### src/rtl/port_arbiter_pkg.sv
// Shared definitions for the output-port arbiter: sizing defaults, FSM encodings and flit types.
// Also carries the router datapath widths so the crossbar and arbiter agree on them.
package port_arbiter_pkg;

  localparam int ARB_PORTS  = 5;
  localparam int ARB_STALLW = 8;
  localparam int ARB_SELW   = 3;
  localparam int DATAW      = 32;
  localparam int VCH        = 2;

  localparam logic [0:0] ST_IDLE = 1'b0;
  localparam logic [0:0] ST_LOCK = 1'b1;

  typedef enum logic [1:0] {
    TYPE_HEAD = 2'd0,
    TYPE_BODY = 2'd1,
    TYPE_TAIL = 2'd2,
    TYPE_HT   = 2'd3
  } flit_type_e;

  typedef struct packed {
    flit_type_e       ftype;
    logic [VCH-1:0]   vc;
    logic [DATAW-1:0] data;
  } flit_t;

  function automatic logic is_tail(input flit_type_e t);
    return (t == TYPE_TAIL) || (t == TYPE_HT);
  endfunction

endpackage

### src/rtl/port_arbiter_if.sv
// Requester/downstream handshake bundle for one output-port arbiter.
// master = requester/downstream side, slave = the arbiter itself.
interface port_arbiter_if #(
  parameter int PORTS  = port_arbiter_pkg::ARB_PORTS,
  parameter int STALLW = port_arbiter_pkg::ARB_STALLW
);
  import port_arbiter_pkg::*;

  logic [PORTS-1:0]    req;
  logic [PORTS-1:0]    tail;
  logic                ordy;
  logic [PORTS-1:0]    grant;
  logic [ARB_SELW-1:0] sel;
  logic                busy;
  logic                xfer;
  logic [STALLW-1:0]   stall_cnt;

  modport master (
    output req, tail, ordy,
    input  grant, sel, busy, xfer, stall_cnt
  );

  modport slave (
    input  req, tail, ordy,
    output grant, sel, busy, xfer, stall_cnt
  );

endinterface

### src/rtl/port_arbiter_rr_pick.sv
// Combinational round-robin picker: first set req bit searching upward from ptr+1 with wrap.
// Zero latency; any=0 with all-zero outputs when nothing is requesting.
module rr_pick
  import port_arbiter_pkg::*;
#(
  parameter int PORTS = ARB_PORTS
) (
  input  logic [PORTS-1:0]    req,
  input  logic [ARB_SELW-1:0] ptr,
  output logic [PORTS-1:0]    onehot,
  output logic [ARB_SELW-1:0] idx,
  output logic                any
);

  logic [ARB_SELW-1:0] cand;

  // ptr itself is visited last, so a lone requester at ptr is still served
  always_comb begin
    onehot = '0;
    idx    = '0;
    any    = 1'b0;
    cand   = '0;
    for (int i = 1; i <= PORTS; i++) begin
      cand = ARB_SELW'((int'(ptr) + i) % PORTS);
      if (!any && req[cand]) begin
        any          = 1'b1;
        onehot[cand] = 1'b1;
        idx          = cand;
      end
    end
  end

endmodule

### src/rtl/port_arbiter.sv
// Packet-locking round-robin arbiter for one router output: grant one cycle after req, held until tail moves.
// Backpressure via ordy: a locked packet waits (stall_cnt counts, saturating) until downstream accepts.
module port_arbiter
  import port_arbiter_pkg::*;
#(
  parameter int PORTS  = ARB_PORTS,
  parameter int STALLW = ARB_STALLW
) (
  input logic          clk,
  input logic          rst_,
  port_arbiter_if.slave bus
);

  logic [0:0]          state_q, state_d;
  logic [PORTS-1:0]    grant_q, grant_d;
  logic [ARB_SELW-1:0] sel_q,   sel_d;
  logic [ARB_SELW-1:0] ptr_q,   ptr_d;
  logic [STALLW-1:0]   stall_q, stall_d;

  logic                busy;
  logic                xfer;
  logic [PORTS-1:0]    pick_oh;
  logic [ARB_SELW-1:0] pick_idx;
  logic                pick_any;

  rr_pick #(.PORTS(PORTS)) u_pick (
    .req    (bus.req),
    .ptr    (ptr_q),
    .onehot (pick_oh),
    .idx    (pick_idx),
    .any    (pick_any)
  );

  // busy comes straight from the state flop, so reset kills xfer asynchronously too
  assign busy = (state_q == ST_LOCK);
  assign xfer = busy & bus.req[sel_q] & bus.ordy;

  always_comb begin
    state_d = state_q;
    grant_d = grant_q;
    sel_d   = sel_q;
    ptr_d   = ptr_q;
    stall_d = stall_q;
    if (state_q == ST_IDLE) begin
      stall_d = '0;
      if (pick_any) begin
        state_d = ST_LOCK;
        grant_d = pick_oh;
        sel_d   = pick_idx;
      end
    end else begin
      if (xfer) begin
        stall_d = '0;
        if (bus.tail[sel_q]) begin
          state_d = ST_IDLE;
          ptr_d   = sel_q;
          grant_d = '0;
          sel_d   = '0;
        end
      end else if (!(&stall_q)) begin
        stall_d = stall_q + 1'b1;
      end
    end
  end

  always_ff @(posedge clk or negedge rst_) begin
    if (!rst_) begin
      state_q <= ST_IDLE;
      grant_q <= '0;
      sel_q   <= '0;
      ptr_q   <= ARB_SELW'(PORTS - 1);
      stall_q <= '0;
    end else begin
      state_q <= state_d;
      grant_q <= grant_d;
      sel_q   <= sel_d;
      ptr_q   <= ptr_d;
      stall_q <= stall_d;
    end
  end

  assign bus.grant     = grant_q;
  assign bus.sel       = sel_q;
  assign bus.busy      = busy;
  assign bus.xfer      = xfer;
  assign bus.stall_cnt = stall_q;

endmodule

### src/flat_wrapper.sv
// flat-port wrapper written by rule: the top's interface ports become plain ports
module port_arbiter_flat import port_arbiter_pkg::*;
#(
  parameter int PORTS  = ARB_PORTS,
  parameter int STALLW = ARB_STALLW
)
  (clk, rst_, bus_req, bus_tail, bus_ordy, bus_grant, bus_sel, bus_busy, bus_xfer, bus_stall_cnt);
  port_arbiter_if #(.PORTS(PORTS), .STALLW(STALLW)) bus_i ();
  input logic clk;
  input logic rst_;
  input wire logic [$bits(bus_i.req)-1:0] bus_req;
  input wire logic [$bits(bus_i.tail)-1:0] bus_tail;
  input wire logic [$bits(bus_i.ordy)-1:0] bus_ordy;
  output wire logic [$bits(bus_i.grant)-1:0] bus_grant;
  output wire logic [$bits(bus_i.sel)-1:0] bus_sel;
  output wire logic [$bits(bus_i.busy)-1:0] bus_busy;
  output wire logic [$bits(bus_i.xfer)-1:0] bus_xfer;
  output wire logic [$bits(bus_i.stall_cnt)-1:0] bus_stall_cnt;
  assign bus_i.req = bus_req;
  assign bus_i.tail = bus_tail;
  assign bus_i.ordy = bus_ordy;
  assign bus_grant = bus_i.grant;
  assign bus_sel = bus_i.sel;
  assign bus_busy = bus_i.busy;
  assign bus_xfer = bus_i.xfer;
  assign bus_stall_cnt = bus_i.stall_cnt;
  port_arbiter #(.PORTS(PORTS), .STALLW(STALLW)) u_core (.clk(clk), .rst_(rst_), .bus(bus_i));
endmodule
### config.mk
export PLATFORM = sky130hd
export DESIGN_NAME = port_arbiter_flat
export DESIGN_NICKNAME = d
export VERILOG_FILES = /design/src/rtl/port_arbiter_pkg.sv /design/src/rtl/port_arbiter_if.sv /design/src/rtl/port_arbiter_rr_pick.sv /design/src/rtl/port_arbiter.sv /design/src/flat_wrapper.sv
export SDC_FILE = /design/constraint.sdc
export NUM_CORES = 1
export LEC_CHECK = 0
export CAP_MARGIN = 20
export CELL_PAD_IN_SITES_DETAIL_PLACEMENT = 0
export CELL_PAD_IN_SITES_GLOBAL_PLACEMENT = 1
export CORE_MARGIN = 2
export CORE_UTILIZATION = 47
export DETAILED_ROUTE_END_ITERATION = 10
export GPL_TIMING_DRIVEN = 0
export PLACE_DENSITY_LB_ADDON = 0.1
export RECOVER_POWER = 50
export SYNTH_ARGS = -nofsm -noshare
export SYNTH_HDL_FRONTEND = slang
export SYNTH_SLANG_ARGS = --single-unit
### constraint.sdc
create_clock -name clk -period 9.92 [get_ports clk]
set_input_delay 1.984 -clock clk [delete_from_list [all_inputs] [get_ports clk]]
set_output_delay 1.984 -clock clk [all_outputs]
set_load 0.1 [all_outputs]
# == Word level (Yosys, flattened, before mapping) ==
# Index checks and enable logic that the tools add are counted.
# op_classes
div_mod_pow,5
reduce_logical,17
bitwise,6
n_eq_ne,3
n_addsub,6
multipliers,0
shifts,0
magnitude_cmp,11
n_mux,54
# ops
operator,count
$mod A32 B4 Y32 const B,5
$mux W5,9
$mux W3,9
$lt A3 B4 Y1 const B,6
$mux W8,3
$bmux W1 S3,7
$mux W1,21
$or A5 B5 Y5,4
$demux W1 S3,5
$ge A3 B1 Y1 const B,5
$logic_and A1 B1 Y1,9
$add A3 B2 Y4 const B,2
$add A3 B3 Y4 const B,2
$add A8 B1 Y8 const B,1
$reduce_and A8 Y1,1
$reduce_and A3 Y1,2
$add A3 B1 Y4 const B,1
$logic_not A1 Y1,4
$ne A2 B2 Y1 const B,2
$ne A3 B3 Y1 const B,1
$and A1 B1 Y1,2
$reduce_bool A2 Y1,1
# totals
mem_bits_ro,0
input_bits,13
latchBits,0
output_inout_bits,18
elab_cells,107
mem_bits_rw,0
mem_count,0
register_bits,20

# == Logic depth before layout (Yosys ltp) ==
# Gate-level depths: netlist of run 1.
# depth
depth_word,19
depth_mapped,22
ltp_nobuf,20

# == Cells and area by module ==
# Synthesis of run 1 repeated with hierarchy kept, for this count alone.
# unflattened
cells_unflattened,392
area_unflattened_um2,3108.0
# by_module_without_submodules
module,cells_each,area_per_inst_um2,seq_area_each_um2,instances
rr_pick,286,2078.2,0.0,1
port_arbiter,106,1029.7,501.7,1

# == Worst setup path after synthesis of run 1 ==
# OpenSTA, ideal clock, no wires.
# synth_timing
kind,in2out
from,input bus_req[2]
to,output bus_xfer
required_time_ns,7.936
n_path_buf,1
path_slack_ns,4.449
stages,6
arrival_ns,3.487
cell_sequence,clkbuf_1 -> mux4_2 -> inv_1 -> o21ai_0 -> nand3_1 -> inv_1
# synth_between
elab_chain_len,4
# synth_lines
element,line_no,rtl
"start, declared",flat_wrapper.sv:11,input wire logic [$bits(bus_i.req)-1:0] bus_req;
$bmux W1 S3,port_arbiter.sv:36,assign xfer = busy & bus.req[sel_q] & bus.ordy;
$mux W1 (not written as such),port_arbiter.sv:36,
$and A1 B1 Y1 (2 in a row),port_arbiter.sv:36,
"end, declared",flat_wrapper.sv:17,output wire logic [$bits(bus_i.xfer)-1:0] bus_xfer;
# No other way between the ends. The select of a mux whose other input is x is not followed.

# == Worst setup path in the final report of run 1 ==
# layout_timing
from,input bus_req[3]
to,output bus_xfer
# Same word-level chain as after synthesis.

==> results of run 1 <==
synthesized netlist by cell type (3+ instances only):
cell	instances
buf_2	5
nand4_1	3
ha_1	28
dfrtp_1	19
nor2b_1	3
mux2i_1	9
nand3b_1	3
o21ai_0	25
or2_2	3
or3_1	4
clkbuf_1	9
nand3_1	19
nand2b_1	6
xnor2_1	7
a21oi_2	3
a211oi_1	5
nor3_1	14
nand2_1	40
nor4_1	4
nor2_1	25
o21a_1	5
and3_1	6
a31oi_1	6
a211o_1	3
a21oi_1	9
o211ai_1	5
o31ai_1	5
o21ai_1	6
inv_1	24
worst max-delay path, delay by kind of cell:
| kind | cells | cell delay, ns |
|---|---|---|
| buf+inv | 4 | 2.11 |
| mux | 1 | 0.31 |
| compound gates | 1 | 0.14 |
| simple gates | 1 | 0.13 |
per-layer routing:
metal	track usage [%]	up-vias
li1	-	1477
met3	2.85	7
met5	0	-
met2	34.9	61
met4	3.46	0
met1	36.5	1393
state kept, by name, indices dropped and copies added, names as in the netlist:
name                  cells
u_core.bus.busy           1
u_core.bus.grant          5
u_core.bus.sel            3
u_core.bus.stall_cnt      8
u_core.ptr_q              3
cells in the final DEF (no fill, tap or decap), types with 7 or more instances in the layout:
master / count
clkdlybuf4s50_1: 24
nor2_1: 25
mux2i_1: 9
nand2_1: 40
xnor2_1: 7
nand3_1: 19
dfrtp_1: 19
clkbuf_1: 10
inv_1: 24
nor3_1: 14
ha_1: 28
o21ai_0: 25
a21oi_1: 9
layout make-up:
cell class,instances,area [um^2],share of cell area (%)
timing repair buffer,28,280,8.08
tap,77,96.3,2.78
inverter,25,93.8,2.70
multi-input combinational,319,2370,68.3
buffer,16,81.3,2.34
clock buffer,4,45.0,1.30
sequential,20,502,14.5
cell families (layout without fill, tap and decap cells):
kind of cell / count (synthesis) / after routing / synth area share, %
adder cells (fa/ha/maj): 30 / 30 / 12.5
flip-flops: 20 / 20 / 16.5
AND/OR/NAND/NOR: 157 / 157 / 29.5
buffers and inverters: 41 / 73 / 5.75
multiplexers: 13 / 13 / 5.17
AO/OA/AOI/OAI: 108 / 108 / 27.0
XOR/XNOR: 11 / 11 / 3.65
worst paths after layout:
path / startpoint / to / slack [ns]
min reg2reg: u_core.bus.grant[4] / u_core.bus.grant[4] / 0.49
min: u_core.bus.grant[4] / u_core.bus.grant[4] / 0.49
max in group asynchronous: rst_ / u_core.ptr_q[1] / 7.08
min in group asynchronous: rst_ / u_core.bus.stall_cnt[5] / 2.29
max reg2reg: u_core.ptr_q[0] / u_core.bus.grant[4] / 3.92
max: bus_req[3] / bus_xfer / 3.26
metrics by stage:
step                cell area [um^2]  hold slack (ns)
floorplan                       3050            0.743
global placement                3420            0.463
CTS                             3470            0.502
detailed placement              3420            0.485
finish                          3470            0.485
global route                    3470            0.531
==> results.sh, run 1 <==
export IMPL_critPathMostFrequentCell="inv_1"
export IMPL_grt_usage_pct=23.3
export IMPL_synth_seq_cells=20
export IMPL_drcViolationCount=0
export IMPL_numCtsBuffers=3
export IMPL_min_path_type="flip-flop to flip-flop"
export IMPL_yosysWarnings=0
export IMPL_relSlewSlack_pct=34.8
export IMPL_cts_setup_buffers=0
export IMPL_wl_met1_um=4070
export IMPL_num_antenna_cells=0
export IMPL_grt_antenna_before_repair=0
export IMPL_critPathSlowestCell="clkdlybuf4s50_1"
export IMPL_die_width_um=84.5
export IMPL_worst_r2r_cell_count=21
export IMPL_final_antenna_net_count=0
export IMPL_drtIter0Drc=208
export IMPL_die_h_um=84.5
export IMPL_seq_area_frac_synth_pct=16.5
export IMPL_area_growth_pct=13.8
export IMPL_fillCellCount=609
export IMPL_async_flop_share_pct=100
export IMPL_grt_overflow_total=0
export IMPL_finalNetCount=455
export IMPL_vias=2938
export IMPL_setup_violations=0
export IMPL_wl_met2_um=3580
export IMPL_syn_num_nets=422
export IMPL_met3RoutedLength_um=449
export IMPL_coreArea_um2=6310
export IMPL_dp_final_hpwl_um=6290
export IMPL_grt_pass1_vias=2708
export IMPL_skew_ns=0.00600
export IMPL_viasPerCell=6.01
export IMPL_tns_ns=0
export IMPL_htreeDepth=1
export IMPL_ctsResizeCount=0
export IMPL_cts_max_path_buffers=2
export IMPL_start_util_pct=48.3
export IMPL_synth_cell_type_count=90
export IMPL_finalWeightedCongestion=0.930
export IMPL_cts_sinks=20
export IMPL_post_route_util_pct=55.0
export IMPL_place_ws_ns=3.36
export IMPL_syn_area_um2=3050
export IMPL_crit_chain="dlygate4sd3_1, mux4_2, inv_1, o21ai_0, nand3_1, inv_1, clkdlybuf4s50_1"
export IMPL_synth_cells=380
export IMPL_portBuffers=28
export IMPL_dr_max_layer_used="met4"
export IMPL_cts_tree="yes"
export IMPL_hold_violations=0
export IMPL_placementRows=29
export IMPL_timing_final_crit_share_pct=67.1
export IMPL_max_freq_mhz=150
export IMPL_syn_area_per_cell_um2=8.02
export IMPL_hold_buffers=0
export IMPL_rsz0062_at_grt="false"
export IMPL_synth_area_leaders="dfrtp_1, ha_1, nand2_1"
export IMPL_yosysTopAreaCell="dfrtp_1"
export IMPL_whs_path_depth=2
export IMPL_crit_arrival_ns=4.68
export IMPL_dr_pass1_iters=4
export IMPL_placed_cells=485
export IMPL_worstSetupPathType="input port to primary output"
export IMPL_cp_max_fo=8
export IMPL_grt_first_pass_wirelength_um=13700
export IMPL_crit_path_max_incr_delay_ns=1.15
export IMPL_required_ns=7.94
export IMPL_critPathCaptureType="primary output"
export IMPL_post_route_min_period_ns=6.66
export IMPL_cts_root_buffer_cell="clkbuf_8"
export IMPL_pin_count=31
export IMPL_synth_top_area_share_pct=15.6
export IMPL_clk_pin_slew_ns=0.08
export IMPL_synth_edff_count=0
export IMPL_start_kind="input port"
export IMPL_postLayoutSetupSlackWorst_ns=3.26
export IMPL_drv_cap=0
export IMPL_drv_slew=0
export IMPL_clk_insertion_delay_late_ns=0.26
export IMPL_grt_max_degree=21
export IMPL_die_area_um2=7150
export IMPL_wirelength_um=8130
export IMPL_worst_pin_slew_ns=0.975
export IMPL_ys_flop_type="dfrtp_1"
export IMPL_layout_drive_gt1_share_pct=11.7
export IMPL_status="completed"
export IMPL_fin_cells=489
export IMPL_post_drt_wl_per_cell_um=16.6
Power of run 1 is left out: the tool's default activity adds up to more than one toggle a clock period on the data nets, which glitch-free logic cannot reach.
==> run 2: changes to the inputs <==
- CORE_UTILIZATION: 47 -> 40
- clock period: 9.92 -> 5.6 ns (I/O delays scaled with it)
==> run 2 against run 1 <==
Against the previous run:
- wire length increased by 5.3%
- first-iteration DRC count decreased by 15%
- core utilization fell by 5.8 points
- count of clock-buffer cells in the layout unchanged
- final area up 3.9%
- critical path depth is 13 higher
- via count up 3.1%
- worst setup slack worse by 3.0 ns
==> results.sh, run 2 (synthesis gave the netlist of run 1 again) <==
export IMPL_cts_tree="yes"
export IMPL_hold_buffers=0
export IMPL_grt_usage_pct=20.2
export IMPL_fin_area_um2=3600
export IMPL_clk_insertion_delay_late_ns=0.26
export IMPL_drcViolationCount=0
export IMPL_critPathMostFrequentCell="inv_1"
export IMPL_vias=3029
export IMPL_regArea_um2=503
export IMPL_dpl_instance_area_um2=3450
export IMPL_wl_met1_um=4170
export IMPL_fillCellCount=746
export IMPL_start_util_pct=41.6
export IMPL_critPathSlowestCell="dfrtp_2"
export IMPL_required_ns=5.75
export IMPL_drtIter0Drc=176
export IMPL_tns_ns=0
export IMPL_drv_slew=0
export IMPL_postLayoutSetupSlackWorst_ns=0.298
export IMPL_worst_pin_slew_ns=0.978
export IMPL_crit_chain="inv_1, clkbuf_4, ha_1, buf_2, inv_1, ha_1, nor2_1, a21oi_1, xnor2_2, ha_2, inv_1, o22ai_1, o21ai_1, mux2i_2, mux2i_2, a2bb2oi_4, nand3b_1, o311ai_1, a211oi_1, o21ai_1"
export IMPL_dr_pass1_iters=4
export IMPL_post_drt_wl_per_cell_um=16.6
export IMPL_cp_max_fo=13
export IMPL_final_antenna_net_count=0
export IMPL_crit_path_max_incr_delay_ns=0.48
export IMPL_layout_cells_most_common="nand2_1"
export IMPL_dp_final_hpwl_um=6580
export IMPL_final_cell_mix="nand2_1, ha_1, nor2_1, o21ai_0, clkdlybuf4s50_1"
export IMPL_clk_pin_slew_ns=0.08
export IMPL_largest_reg_flops=8
export IMPL_status="completed"
export IMPL_num_antenna_cells=0
export IMPL_cts_max_path_buffers=2
export IMPL_layout_drive_gt1_share_pct=14.6
export IMPL_coreArea_um2=7330
export IMPL_wl_met2_um=3870
export IMPL_wirelength_um=8560
export IMPL_pin_count=31
export IMPL_finalNetCount=461
export IMPL_hold_violations=0
export IMPL_max_freq_mhz=189
export IMPL_placementRows=31
export IMPL_grt_pass1_vias=2691
export IMPL_skew_ns=0.00724
export IMPL_relSlewSlack_pct=34.6
export IMPL_min_path_type="flip-flop to flip-flop"
export IMPL_finalWeightedCongestion=0.833
export IMPL_viasPerCell=5.86
export IMPL_grt_first_pass_wirelength_um=13800
export IMPL_critPathCaptureType="flip-flop"
export IMPL_cts_sinks=20
export IMPL_numCtsBuffers=3
export IMPL_crit_arrival_ns=5.45
export IMPL_grt_overflow_total=0
export IMPL_htreeDepth=1
export IMPL_post_route_min_period_ns=5.30
export IMPL_die_area_um2=8330
export IMPL_timing_final_crit_share_pct=94.7
export IMPL_multi_input_area_um2=2430
export IMPL_area_growth_pct=18.3
export IMPL_dr_max_layer_used="met4"
export IMPL_setup_violations=0
export IMPL_met3RoutedLength_um=394
export IMPL_portBuffers=28
export IMPL_grt_antenna_before_repair=0
export IMPL_start_kind="flip-flop"
export IMPL_grt_max_degree=21
export IMPL_worstSetupPathType="flip-flop to flip-flop"
export IMPL_drv_cap=0
export IMPL_rrSetupSlack_ns=0.30
export IMPL_die_width_um=91.3
export IMPL_cts_root_buffer_cell="clkbuf_8"
export IMPL_place_ws_ns=-0.146
export IMPL_die_h_um=91.3
## run 2: cell count changes in the layout (fill, tap and decap cells not counted), sizes merged
cell,delta
buf,+6
clkdlybuf4s50,+1
dlygate4sd3,-1
## run 2: area by class of cell
cell class,instances,share of cell area [%]
inverters,25,2.60
clock buffers,4,1.25
plain buffers,15,2.22
well taps,99,3.44
multi-input cells,319,67.3
flip-flops and latches,20,14.0
repair buffers,35,9.23
## run 2: through the flow
stage                     util [%]  instances  hold WS [ns]
final                         49.2        517         0.471
after global routing          49.2        517         0.533
after CTS                     48.0        511         0.483
after detailed placement      47.1        507         0.464
after global placement        47.1        507         0.462
after floorplan                  -        380         0.743
## run 2: repair_timing
action | in CTS | in global routing
pin swaps | 0 | 3
gates resized for setup | 3 | 7
setup buffers | 0 | 7
endpoints found under the setup margin | 9 | 9
## run 2: worst paths after layout
| check | startpoint | to | cells past startpoint |
|---|---|---|---|
| max in group asynchronous | rst_ | u_core.ptr_q[0] | 1 |
| worst min register to register | u_core.bus.grant[4] | u_core.bus.grant[4] | 2 |
| worst max-delay path | u_core.ptr_q[0] | u_core.bus.grant[1] | 20 |
| worst min-delay path | u_core.bus.grant[4] | u_core.bus.grant[4] | 2 |
| worst max register to register | u_core.ptr_q[0] | u_core.bus.grant[1] | 20 |
| min in group asynchronous | rst_ | u_core.bus.stall_cnt[5] | 1 |
## run 2: routing by layer
layer	GRT usage, %	up-vias
li1	-	1496
met1	29.9	1438
met2	31.2	83
met3	2.49	12
met4	4.29	0
met5	0	-
## run 2: worst max-delay path: cells and delay by family (launching register included)
kind / cells / cell delay [ns]
buffers and inverters: 5 / 0.96
muxes: 2 / 0.72
xor gates and xnor gates: 1 / 0.30
and+or+nand+nor: 2 / 0.44
AOI/OAI and AO/OA: 7 / 1.23
DFF: 1 / 0.48
adders and majority gates: 3 / 1.04
Power of run 2 is left out for the same reason.
